**src/rtl/store_buffer.sv**
```systemverilog
// store_buffer: aligns sb/sh/sw store data onto byte lanes, builds byte
// enables and queues the writes in a DEPTH-entry circular FIFO that drains
// to the data-memory write port over a req/ack handshake.
//
// Optional build macro: STORE_MISALIGN_TRAP_EN
//   defined   - misaligned half/word stores complete the handshake, are
//               dropped, and raise a one-cycle st_misalign pulse.
//   undefined - low address bits below the access size are ignored and
//               every handshaked store is enqueued; st_misalign is 0.
//
// Store width encoding (matches the MEM stage declarations):
//   2'b00 = byte, 2'b01 = half, 2'b10 = word, 2'b11 = treated as word.

module store_buffer #(
    parameter int DEPTH = 4
) (
    input  logic                     clk,
    input  logic                     rst,
    input  logic                     st_valid,
    output logic                     st_ready,
    input  logic [31:0]              st_addr,
    input  logic [31:0]              st_data,
    input  logic [1:0]               st_mode,
    output logic                     st_misalign,
    output logic                     mem_req,
    input  logic                     mem_ack,
    output logic [31:0]              mem_addr,
    output logic [31:0]              mem_wdata,
    output logic [3:0]               mem_be,
    output logic                     busy,
    output logic [$clog2(DEPTH):0]   count
);

    localparam int PW = $clog2(DEPTH);
    localparam int CW = PW + 1;

    localparam logic [1:0] MEM_op_byte = 2'b00;
    localparam logic [1:0] MEM_op_half = 2'b01;
    localparam logic [1:0] MEM_op_word = 2'b10;

    // ------------------------------------------------------------------
    // Pointer / occupancy state
    // ------------------------------------------------------------------
    logic [PW-1:0] wptr_q, wptr_d;
    logic [PW-1:0] rptr_q, rptr_d;
    logic [CW-1:0] count_q, count_d;

    // Entry storage: word address, lane-aligned data, byte enables.
    // No reset on the array; validity is tracked purely by count_q.
    logic [29:0] addr_mem [DEPTH];
    logic [31:0] data_mem [DEPTH];
    logic [3:0]  be_mem   [DEPTH];

    // Aligned view of the incoming store
    logic [3:0]  al_be;
    logic [31:0] al_wdata;

    // Handshake qualifiers
    logic push;
    logic pop;
    logic enq;

    // Head-of-queue raw read
    logic [29:0] head_addr;
    logic [31:0] head_data;
    logic [3:0]  head_be;

    // ------------------------------------------------------------------
    // Status derived only from registered occupancy, so st_ready has no
    // combinational path from mem_ack or st_valid.
    // ------------------------------------------------------------------
    assign st_ready = (count_q != CW'(DEPTH));
    assign mem_req  = (count_q != '0);
    assign busy     = (count_q != '0);
    assign count    = count_q;

    assign push = st_valid & st_ready;
    // An ack while empty is ignored because mem_req gates it.
    assign pop  = mem_req & mem_ack;

    // Little-endian lane steering and byte-enable generation
    always_comb begin
        al_be    = 4'b1111;
        al_wdata = st_data;
        case (st_mode)
            MEM_op_byte: begin
                al_be    = 4'b0001 << st_addr[1:0];
                al_wdata = {4{st_data[7:0]}};
            end
            MEM_op_half: begin
                al_be    = st_addr[1] ? 4'b1100 : 4'b0011;
                al_wdata = {2{st_data[15:0]}};
            end
            MEM_op_word: begin
                al_be    = 4'b1111;
                al_wdata = st_data;
            end
            default: begin
                al_be    = 4'b1111;
                al_wdata = st_data;
            end
        endcase
    end

`ifdef STORE_MISALIGN_TRAP_EN
    logic al_misaligned;
    logic misalign_q, misalign_d;

    // Detect a store whose address is not a multiple of its access size
    always_comb begin
        al_misaligned = 1'b0;
        case (st_mode)
            MEM_op_byte: al_misaligned = 1'b0;
            MEM_op_half: al_misaligned = st_addr[0];
            default:     al_misaligned = |st_addr[1:0];
        endcase
    end

    // A misaligned store is accepted on the handshake but never enqueued
    assign enq        = push & ~al_misaligned;
    assign misalign_d = push & al_misaligned;

    // One-cycle registered misalignment pulse after the accepting edge
    always_ff @(posedge clk or posedge rst) begin
        if (rst) begin
            misalign_q <= 1'b0;
        end else begin
            misalign_q <= misalign_d;
        end
    end

    assign st_misalign = misalign_q;
`else
    // Every handshaked store is enqueued; alignment is implied by lanes.
    assign enq         = push;
    assign st_misalign = 1'b0;
`endif

    // Next-state for pointers and occupancy
    always_comb begin
        wptr_d  = wptr_q;
        rptr_d  = rptr_q;
        count_d = count_q;
        if (enq) begin
            wptr_d = wptr_q + PW'(1);
        end
        if (pop) begin
            rptr_d = rptr_q + PW'(1);
        end
        case ({enq, pop})
            2'b10:   count_d = count_q + CW'(1);
            2'b01:   count_d = count_q - CW'(1);
            default: count_d = count_q;
        endcase
    end

    // Pointer and occupancy registers; reset discards all queued entries
    always_ff @(posedge clk or posedge rst) begin
        if (rst) begin
            wptr_q  <= '0;
            rptr_q  <= '0;
            count_q <= '0;
        end else begin
            wptr_q  <= wptr_d;
            rptr_q  <= rptr_d;
            count_q <= count_d;
        end
    end

    // ------------------------------------------------------------------
    // Per-entry write ports: each slot captures the aligned store when the
    // write pointer selects it.
    // ------------------------------------------------------------------
    generate
        for (genvar gi = 0; gi < DEPTH; gi++) begin : g_entry
            // Capture the aligned store into this slot on enqueue
            always_ff @(posedge clk) begin
                if (enq && (wptr_q == PW'(gi))) begin
                    addr_mem[gi] <= st_addr[31:2];
                    data_mem[gi] <= al_wdata;
                    be_mem[gi]   <= al_be;
                end
            end
        end
    endgenerate

    // Head entry read; stays stable while the request waits for an ack
    // because rptr_q only moves on a pop.
    assign head_addr = addr_mem[rptr_q];
    assign head_data = data_mem[rptr_q];
    assign head_be   = be_mem[rptr_q];

    // Write-port outputs, forced to zero whenever nothing is requested
    always_comb begin
        mem_addr  = 32'h0;
        mem_wdata = 32'h0;
        mem_be    = 4'h0;
        if (mem_req) begin
            mem_addr  = {head_addr, 2'b00};
            mem_wdata = head_data;
            mem_be    = head_be;
        end
    end

endmodule

```
**config.mk**
```make
export PLATFORM = sky130hd
export DESIGN_NAME = store_buffer
export DESIGN_NICKNAME = d
export VERILOG_FILES = /design/src/rtl/store_buffer.sv
export SDC_FILE = /design/constraint.sdc
export NUM_CORES = 1
export LEC_CHECK = 0
export BUFFER_PORTS_ARGS = -buffer_cell sky130_fd_sc_hd__buf_2
export CORE_MARGIN = 10
export CORE_UTILIZATION = 62
export CTS_CLUSTER_SIZE = 16
export DETAILED_ROUTE_END_ITERATION = 6
export HOLD_SLACK_MARGIN = 0.03
export PLACE_DENSITY = 0.89
export SYNTH_ARGS = -nofsm -noshare
export SYNTH_HDL_FRONTEND = slang
export SYNTH_SLANG_ARGS = --single-unit
```
**constraint.sdc**
```tcl
create_clock -name clk -period 5.9 [get_ports clk]
set_input_delay 0 -clock clk [delete_from_list [all_inputs] [get_ports clk]]
set_output_delay 0 -clock clk [all_outputs]
set_load 0.01 [all_outputs]
```
==> results.cfg, run 1 <==
[status]
run_status = complete, no violations

[floorplanning]
design.core.area_um2 = 17240
number_of_top_level_pins = 145
row_count = 48
initial_util_pct = 62.83
floorplan.die.height_um = 152.2
fp.dieArea_um2 = 23150
floorplan.die.width_um = 152.2

[clock_tree]
clock_latency_ps = 520
cts_inserted_buffers = 26
cts_max_path_buffers = 3
clkSinkCount = 271
root_buffer = clkbuf_16
post_cts_resized = 0
cts_htree_levels = 1
cts_tree = built
clock_transition_at_the_registers_of_the_reported_paths_ps = 60

[logic_synthesis]
asyncSetResetFlopFracSynth_pct = 2.583
synth-seq-area-share_pct = 74.82
number_of_warning_messages_in_the_yosys_log = 0
synthesis.area_um2 = 10830
post_synth.cell_area_avg_um2 = 21.11
dominantRegCellSynth = edfxtp_1
synth_enable_flop_cells = 264
synthCells = 513
synth.lib_cells_used.distinct = 29
postSynthRegisterBits = 271

[critical_path]
reg2reg_setup_slack_ps = 3070
arrival_ps = 3090
setup.worst_path.end_class = primary output
slowest_stage = buf_4
critPathRequiredTime_ps = 5900
critical_path.top_delay_family = buffers and inverters
critPathMaxFanout = 50
cp.buffers_inverters = 2
worst_path_largest_cell_delay_ps = 880
start_kind = flop
path_cells = buf_4, mux4_2, and2_1, buf_2
critical_path_class = flop to primary output

[sta]
ratio_of_final_minimum_period_to_clock_period_pct = 52.32
fin_setup_tns_ps = 0
max_slew_margin_pct = 22.23
timing_worst_slew_pin_value_ps = 1167
clock_skew_ps = 10.89
hold_slack_ps = 211.4
maxClockFrequency_mhz = 323.9
timing.final.hold_violations = 0
rsz0062_at_grt = false
final.min_clock_period_ps = 3087
setup_violations = 0
final_max_slew_viol_count = 0

[grt]
grt_first_pass_wirelength_um = 36640
antenna_found_initial = 0
grt_pass1_vias = 6291
grt_max_degree = 71
grt_overflow_total = 0
track_usage_pct = 19.78

[power]
power.switching_fraction_pct = 30.40
total_leakage_power_uw = 0.004659
net-switching-power_uw = 1968
pwr_density_cell_nw_per_um2 = 491.4
seq_power_share_pct = 41.7
ir_worst_vdd_v = 0.0003202
share_of_power_burned_in_combinational_logic_pct = 33.7
clkPwrFrac_pct = 24.7
cell_internal_pwr_uw = 4507
p_total_uw = 6476

[worst_hold_path]
timing.hold.worst.class = input pin to flop

[placement]
gp_routability_congestion = 0.7889
port_buffers = 141
detailed_place_hpwl_um = 12490
dpl.cell_count = 853

[finish]
insertedDiodeCount = 0
area.sequential_um2 = 8108
fillerInstances = 929
area.growth.synth_to_final_pct = 21.69
layout.cells.most_common = edfxtp_1
multi_input_comb_area_um2 = 2526
most_frequent_cells_in_the_layout = 264 x edfxtp_1, 141 x buf_2, 69 x dlygate4sd3_1, 67 x and2_1, 66 x mux4_2
number_of_cells_in_the_finished_layout_apart_from_fillers = 970
final_nets = 801
final_layout_size_suffix_gt1_share_pct = 36.51
post-route-util_pct = 76.45

[routing]
detail_route.first_pass.iterations = 5
average_wire_per_cell_in_the_routed_design_um = 23.93
total_length_of_routed_wires_um = 23210
detail-route-antenna-nets = 0
drt-vias-per-instance = 5.830
via_count = 5655
drtIter0Drc = 426
remaining_drcs = 0

[run]
max_cap_violations = 0
## power by group through the flow
| stage | Clock (uW) | Combinational, uW | Sequential, uW |
|---|---|---|---|
| 2_1_floorplan | 0 | 1490 | 2680 |
| 3_3_place_gp | 0 | 2130 | 2700 |
| 3_5_place_dp | 0 | 2160 | 2740 |
| 4_1_cts | 1610 | 2220 | 2700 |
| 5_1_grt | 1700 | 2360 | 2740 |
| 6_report | 1600 | 2180 | 2700 |
## worst reg2reg max path, cell delays in order, from the launching register on
cell,delay [ps]
dfrtp_1,420
or3_2,940
and2_1,330
ha_1,220
inv_1,60
fa_1,380
xor2_1,150
nor2_1,110
xor2_1,160
## state kept, by name, summed over array words and instances (netlist names)
register and cells:
addr_mem 120, be_mem 16, count 3, data_mem 128, rptr_q 2, wptr_q 2
## what timing repair did
action,CTS,global route
endpoints found under the hold margin,275,0
buffers inserted,0,0
hold buffers,69,0
setup endpoints to repair,0,0
## Yosys cell counts (6+ instances only)
| cell type | n | area (um2) |
|---|---|---|
| buf_4 | 6 | 45.04 |
| and2_1 | 67 | 419.2 |
| edfxtp_1 | 264 | 7928 |
| mux2i_1 | 9 | 90.09 |
| inv_1 | 8 | 30.03 |
| buf_2 | 6 | 30.03 |
| mux4_2 | 66 | 1486 |
| clkbuf_1 | 11 | 41.29 |
| mux2_2 | 17 | 191.4 |
| nand2_1 | 8 | 30.03 |
| o21ai_0 | 8 | 40.04 |
| dfrtp_1 | 7 | 175.2 |
## through the flow
step           instance area [um2]  setup WS [ps]
5_1_grt                      13180           2579
4_1_cts                      13180           2700
2_1_floorplan                10840           3132
3_3_place_gp                 11670           3158
3_5_place_dp                 11670           3067
6_report                     13180           2813
## cell type report
| class | count | area share (%) |
|---|---|---|
| Clock inverter | 15 | 0.9305 |
| Tap cell | 225 | 2.136 |
| Sequential cell | 271 | 61.53 |
| Inverter | 8 | 0.2279 |
| Multi-Input combinational cell | 206 | 19.17 |
| Clock buffer | 33 | 5.298 |
| Timing Repair Buffer | 212 | 10.71 |
## logic make-up after synthesis
family	share of synthesized area, %
compound gates	0.6470
xor+xnor	0.4854
fa+ha+maj	0.7626
buf+inv	2.114
flops	74.82
mux	16.33
other cells	0.03463
simple gates	4.806
## metal layers
metal | global-route usage, % | part of all wire, % | up-vias
li1 | - | - | 2467
met4 | 4.814 | 1.7 | 0
met1 | 25.01 | 39 | 2910
met3 | 4.883 | 7.5 | 33
met2 | 33.79 | 52 | 245
met5 | 0 | 0 | -
## final timing paths
check                            from           end  depth (start not counted)
min in group asynchronous         rst      count[0]                          4
hold / removal             st_mode[0]  be_mem[1][3]                          3
setup / recovery            rptr_q[0]     mem_be[1]                          4
setup reg to reg             count[0]      count[2]                          8
max in group asynchronous         rst     rptr_q[0]                          4
hold reg to reg              count[2]      count[2]                          1
Note: power is estimated with default switching activity, not from simulation.
==> inputs of run 2 (changes only) <==
Settings changed: CORE_UTILIZATION 62 to 52, PLACE_DENSITY 0.89 to 0.8.
Clock period 5.9 ns to 2.7 ns, I/O delays scaled along.
==> results.cfg, run 2 (same netlist as run 1, synthesis figures left out) <==
[status]
run_status = complete, but fails checks
violations = DRC

[worst_hold_path]
hold_path_end = be_mem[0][1]
startpoint_of_the_lowest_slack_hold_path = st_mode[0]
timing.hold.worst.class = input pin to flop
hold_path_depth = 3

[routing]
drt-vias-per-instance = 5.516
remaining_drcs = 9
drtIter0Drc = 336
via_count = 5654
detail-route-antenna-nets = 0
average_wire_per_cell_in_the_routed_design_um = 22.71
detail_route.first_pass.iterations = 7
total_length_of_routed_wires_um = 23280

[grt]
grt_pass1_vias = 6402
track_usage_pct = 17.52
grt_max_degree = 70
grt_first_pass_wirelength_um = 36770
grt_overflow_total = 0
antenna_found_initial = 0

[finish]
insertedDiodeCount = 0
layout.cells.most_common = edfxtp_1
final_layout_size_suffix_gt1_share_pct = 36.82
fillerInstances = 1340
layout_top_registers = data_mem: 128 flops, addr_mem: 120 flops, be_mem: 16 flops
top_register = data_mem
largest_reg_flops = 128
area.growth.synth_to_final_pct = 23.71
most_frequent_cells_in_the_layout = 264 x edfxtp_1, 141 x buf_2, 69 x dlygate4sd3_1, 67 x and2_1, 66 x mux4_2
final_nets = 811

[critical_path]
setup.worst_path.end_class = primary output
critPathMaxFanout = 26
arrival_ps = 2510
slowest_stage = dfrtp_4
r2r.worst_path.cells = 9
start_kind = flop
critical_path_class = flop to primary output
reg2reg_setup_slack_ps = 410
critPathRequiredTime_ps = 2700
path_cells = buf_4, mux4_2, and2_1, buf_2
r2r-end = count[2]
r2r_start = count[0]
worst_path_largest_cell_delay_ps = 790

[placement]
detailed_place_hpwl_um = 13850
gp_routability_congestion = 0.8171
port_buffers = 141

[floorplanning]
initial_util_pct = 53.18
fp.dieArea_um2 = 27000
row_count = 52
number_of_top_level_pins = 145
floorplan.die.height_um = 164.3
design.core.area_um2 = 20360
floorplan.die.width_um = 164.3

[sta]
max_slew_margin_pct = 42.78
timing.final.hold_violations = 0
maxClockFrequency_mhz = 398.5
rsz0062_at_grt = false
clock_skew_ps = 9.302
hold_slack_ps = 214.5
timing_worst_slew_pin_value_ps = 855.2
ratio_of_final_minimum_period_to_clock_period_pct = 92.93
fin_setup_tns_ps = 0
final_max_slew_viol_count = 0
setup_violations = 0
final.min_clock_period_ps = 2509

[clock_tree]
cts_htree_levels = 1
clock_transition_at_the_registers_of_the_reported_paths_ps = 60
cts_max_path_buffers = 3
root_buffer = clkbuf_16
cts_inserted_buffers = 27
cts.repair_timing.setup_buffer_count = 0
clock_latency_ps = 510
cts_tree = built
clkSinkCount = 271

[power]
ir_worst_vdd_v = 0.0006553
pwr_density_cell_nw_per_um2 = 1071
total_leakage_power_uw = 0.004727

[run]
max_cap_violations = 0
==> run 2: changes by cell type in the layout (fill, tap and decap cells not counted) <==
cell      delta
clkbuf_1     +3
buf_4        +3
dfrtp_4      +1
clkbuf_8     +2
clkinv_2     -5
dfrtp_2      -1
buf_12       +6
clkinv_1     +1
==> run 2: worst max-delay path by stage <==
| stage | start | endpoint | slack, ps | cells after the start |
|---|---|---|---|---|
| final | rptr_q[0] | mem_wdata[26] | 190 | 4 |
| after global routing | rptr_q[0] | mem_wdata[26] | 30 | 4 |
| after CTS | rptr_q[0] | mem_wdata[7] | 130 | 4 |
| after detailed placement | count[0] | count[2] | 410 | 9 |
| after global placement | count[0] | count[2] | 510 | 9 |
| after floorplan | count[0] | count[2] | 510 | 9 |
==> run 2: layout make-up <==
cell class	count	area [um2]	area share (%)
Clock inverter	11	101.3	0.7565
Timing Repair Buffer	221	1554	11.60
Clock buffer	38	737.0	5.501
Tap cell	270	337.8	2.522
Inverter	8	30.03	0.2242
Multi-Input combinational cell	206	2526	18.86
Sequential cell	271	8110	60.54
==> run 2: worst max-delay path, delay by kind of cell, from the launching register on <==
kind | cells | cell delay (ps)
buffers and inverters | 2 | 450
DFF | 1 | 790
muxes | 1 | 540
and+or+nand+nor | 1 | 190
==> run 2: power breakdown <==
part / internal [uW] / leakage (uW) / switching, uW
sequential: 5590 / 0.00250 / 467
clock: 2080 / 0.000406 / 1460
combinational: 2370 / 0.00183 / 2390
==> run 2: repair_timing <==
item / 4_1_cts / 5_1_grt
hold buffers: 69 / 0
endpoints found under the hold margin: 275 / 0
resized for setup: 0 / 0
==> run 2: metal layers <==
layer  up-vias  share of wire [%]  global-route usage (%)
met4         0                1.9                   3.777
met2       222                 52                   30.39
met3        42                7.3                   3.955
met5         -                  0                       0
li1       2484                  -                       -
met1      2906                 39                   22.11
==> run 2: metrics by stage <==
step | setup slack (ps) | cells | area [um2] | utilization, % | power [uW]
3_3_place_gp | 512.3 | 907 | 11870 | 58.28 | 10780
2_1_floorplan | 511.6 | 515 | 10840 | - | 9087
3_5_place_dp | 408.4 | 907 | 11870 | 58.28 | 10890
5_1_grt | 30.63 | 1025 | 13400 | 65.78 | 15100
6_report | 190.8 | 1025 | 13400 | 65.78 | 14350
4_1_cts | 134.4 | 1025 | 13400 | 65.78 | 14510
==> inputs of run 3 (changes only) <==
Settings changed: CAP_MARGIN set to 10, CORE_UTILIZATION 52 to 45, PLACE_DENSITY 0.8 to 0.71.
==> results.cfg, run 3 (same netlist as run 1, synthesis figures left out) <==
[placement]
detailed_place_hpwl_um = 13620
gp_routability_congestion = 0.8076
dp_slack_ps = 357.6
port_buffers = 141
dpl.cell_count = 953
post_dp_cell_area_um2 = 11920

[worst_hold_path]
hold_path_depth = 3
timing.hold.worst.class = input pin to flop

[finish]
final_nets = 809
area.sequential_um2 = 8110
final_cell_area_um2 = 13460
top_register = data_mem
most_frequent_cells_in_the_layout = 264 x edfxtp_1, 141 x buf_2, 69 x dlygate4sd3_1, 67 x and2_1, 66 x mux4_2
multi_input_comb_area_um2 = 2526
insertedDiodeCount = 0
layout.cells.most_common = edfxtp_1
area.growth.synth_to_final_pct = 24.32
largest_reg_flops = 128
layout_top_registers = data_mem: 128 flops, addr_mem: 120 flops, be_mem: 16 flops
fillerInstances = 1760
final_layout_size_suffix_gt1_share_pct = 37.09
number_of_cells_in_the_finished_layout_apart_from_fillers = 1074

[status]
run_status = complete, no violations

[grt]
antenna_found_initial = 0
track_usage_pct = 15.02
grt_first_pass_wirelength_um = 36760
grt_max_degree = 70
grt_pass1_vias = 6446
grt_overflow_total = 0

[critical_path]
critPathRequiredTime_ps = 2700
r2r_start = count[0]
worst_setup_path_startpoint = rptr_q[0]
setup.worst_path.end_class = primary output
path_cells = buf_12, mux4_2, and2_1, buf_2
r2r.worst_path.cells = 9
slowest_stage = dfrtp_4
critical_path_class = flop to primary output
critical_path.endpoint = mem_wdata[27]
worst_path_largest_cell_delay_ps = 700
r2r-end = count[2]
reg2reg_setup_slack_ps = 330
arrival_ps = 2460
start_kind = flop
critPathMaxFanout = 28

[floorplanning]
fp.dieArea_um2 = 30670
floorplan.die.height_um = 175.1
design.core.area_um2 = 23540
number_of_top_level_pins = 145
floorplan.die.width_um = 175.1
row_count = 56
initial_util_pct = 46.00

[routing]
detail-route-antenna-nets = 0
drtIter0Drc = 359
drt-vias-per-instance = 5.217
via_count = 5603
detail_route.first_pass.iterations = 4
remaining_drcs = 0
average_wire_per_cell_in_the_routed_design_um = 21.52
total_length_of_routed_wires_um = 23120

[power]
seq_power_share_pct = 41.9
cell_internal_pwr_uw = 9991
net-switching-power_uw = 4360
p_total_uw = 14350
clkPwrFrac_pct = 24.7
power.switching_fraction_pct = 30.38
pwr_density_cell_nw_per_um2 = 1066
ir_worst_vdd_v = 0.0006167
share_of_power_burned_in_combinational_logic_pct = 33.4
total_leakage_power_uw = 0.004733

[clock_tree]
clkSinkCount = 271
cts_tree = built
post_cts_resized = 0
cts_max_path_buffers = 3
root_buffer = clkbuf_16
clock_transition_at_the_registers_of_the_reported_paths_ps = 60
clock_latency_ps = 530
cts_htree_levels = 1
cts.repair_timing.setup_buffer_count = 0
post_cts_hold_buffer_count = 69
cts_inserted_buffers = 28

[sta]
timing.final.hold_violations = 0
max_slew_margin_pct = 47.25
finalWorstSetupSlack_ps = 235.5
final_max_slew_viol_count = 0
rsz0062_at_grt = false
maxClockFrequency_mhz = 405.8
ratio_of_final_minimum_period_to_clock_period_pct = 91.28
clock_skew_ps = 10.38
timing_worst_slew_pin_value_ps = 788.4
fin_setup_tns_ps = 0
setup_violations = 0
final.min_clock_period_ps = 2464

[run]
max_cap_violations = 0
-- run 3: cell count changes in the layout (fill, tap and decap cells not counted) --
cell       before  now
clkinv_2        3    9
clkbuf_16      27   29
bufinv_16       2    1
buf_4           5    1
clkinv_1        5    6
clkbuf_8        2    0
buf_12          6    7
clkbuf_1        9    6
-- run 3: worst max-delay path: cells and delay by family (launching register included) --
family | cells | cell delay (ps)
flops | 1 | 700
simple gates | 1 | 200
mux | 1 | 550
buf+inv | 2 | 450
-- run 3: layout make-up --
cell class	instances	area share, %
timing repair buffer	218	11.47
multi-input combinational	206	18.76
inverter	8	0.2230
sequential	271	60.24
clock inverter	17	0.7807
tap	319	2.965
clock buffer	35	5.558
-- run 3: per-layer routing --
metal	vias up	GRT usage, %	share of wire, %
li1	2487	-	-
met1	2880	18.70	40
met2	207	26.07	51
met3	29	3.729	7.1
met4	0	3.073	1.2
met5	-	0	0
-- run 3: worst min path at each step --
stage                startpoint              end  slack, ps
finish               st_mode[0]     be_mem[1][1]        200
global route        st_addr[17]  addr_mem[0][15]        220
CTS                  st_mode[0]     be_mem[3][1]        160
detailed placement          rst         count[1]        -30
global placement            rst         count[1]        -70
floorplan                   rst         count[0]       -200
-- run 3: power groups by stage --
| stage | clock, uW | combinational (uW) | sequential (uW) |
|---|---|---|---|
| 3_5_place_dp | 0 | 4820 | 6110 |
| 3_3_place_gp | 0 | 4790 | 6040 |
| 6_report | 3550 | 4800 | 6010 |
| 4_1_cts | 3640 | 4920 | 6030 |
| 5_1_grt | 3800 | 5240 | 6100 |
| 2_1_floorplan | 0 | 3270 | 5820 |
-- run 3: through the flow --
step | utilization [%] | hold slack [ps]
after floorplan | - | -196.6
after global placement | 50.63 | -70.84
after detailed placement | 50.63 | -31.88
after CTS | 57.19 | 159.8
after global routing | 57.19 | 216.0
final | 57.19 | 198.1
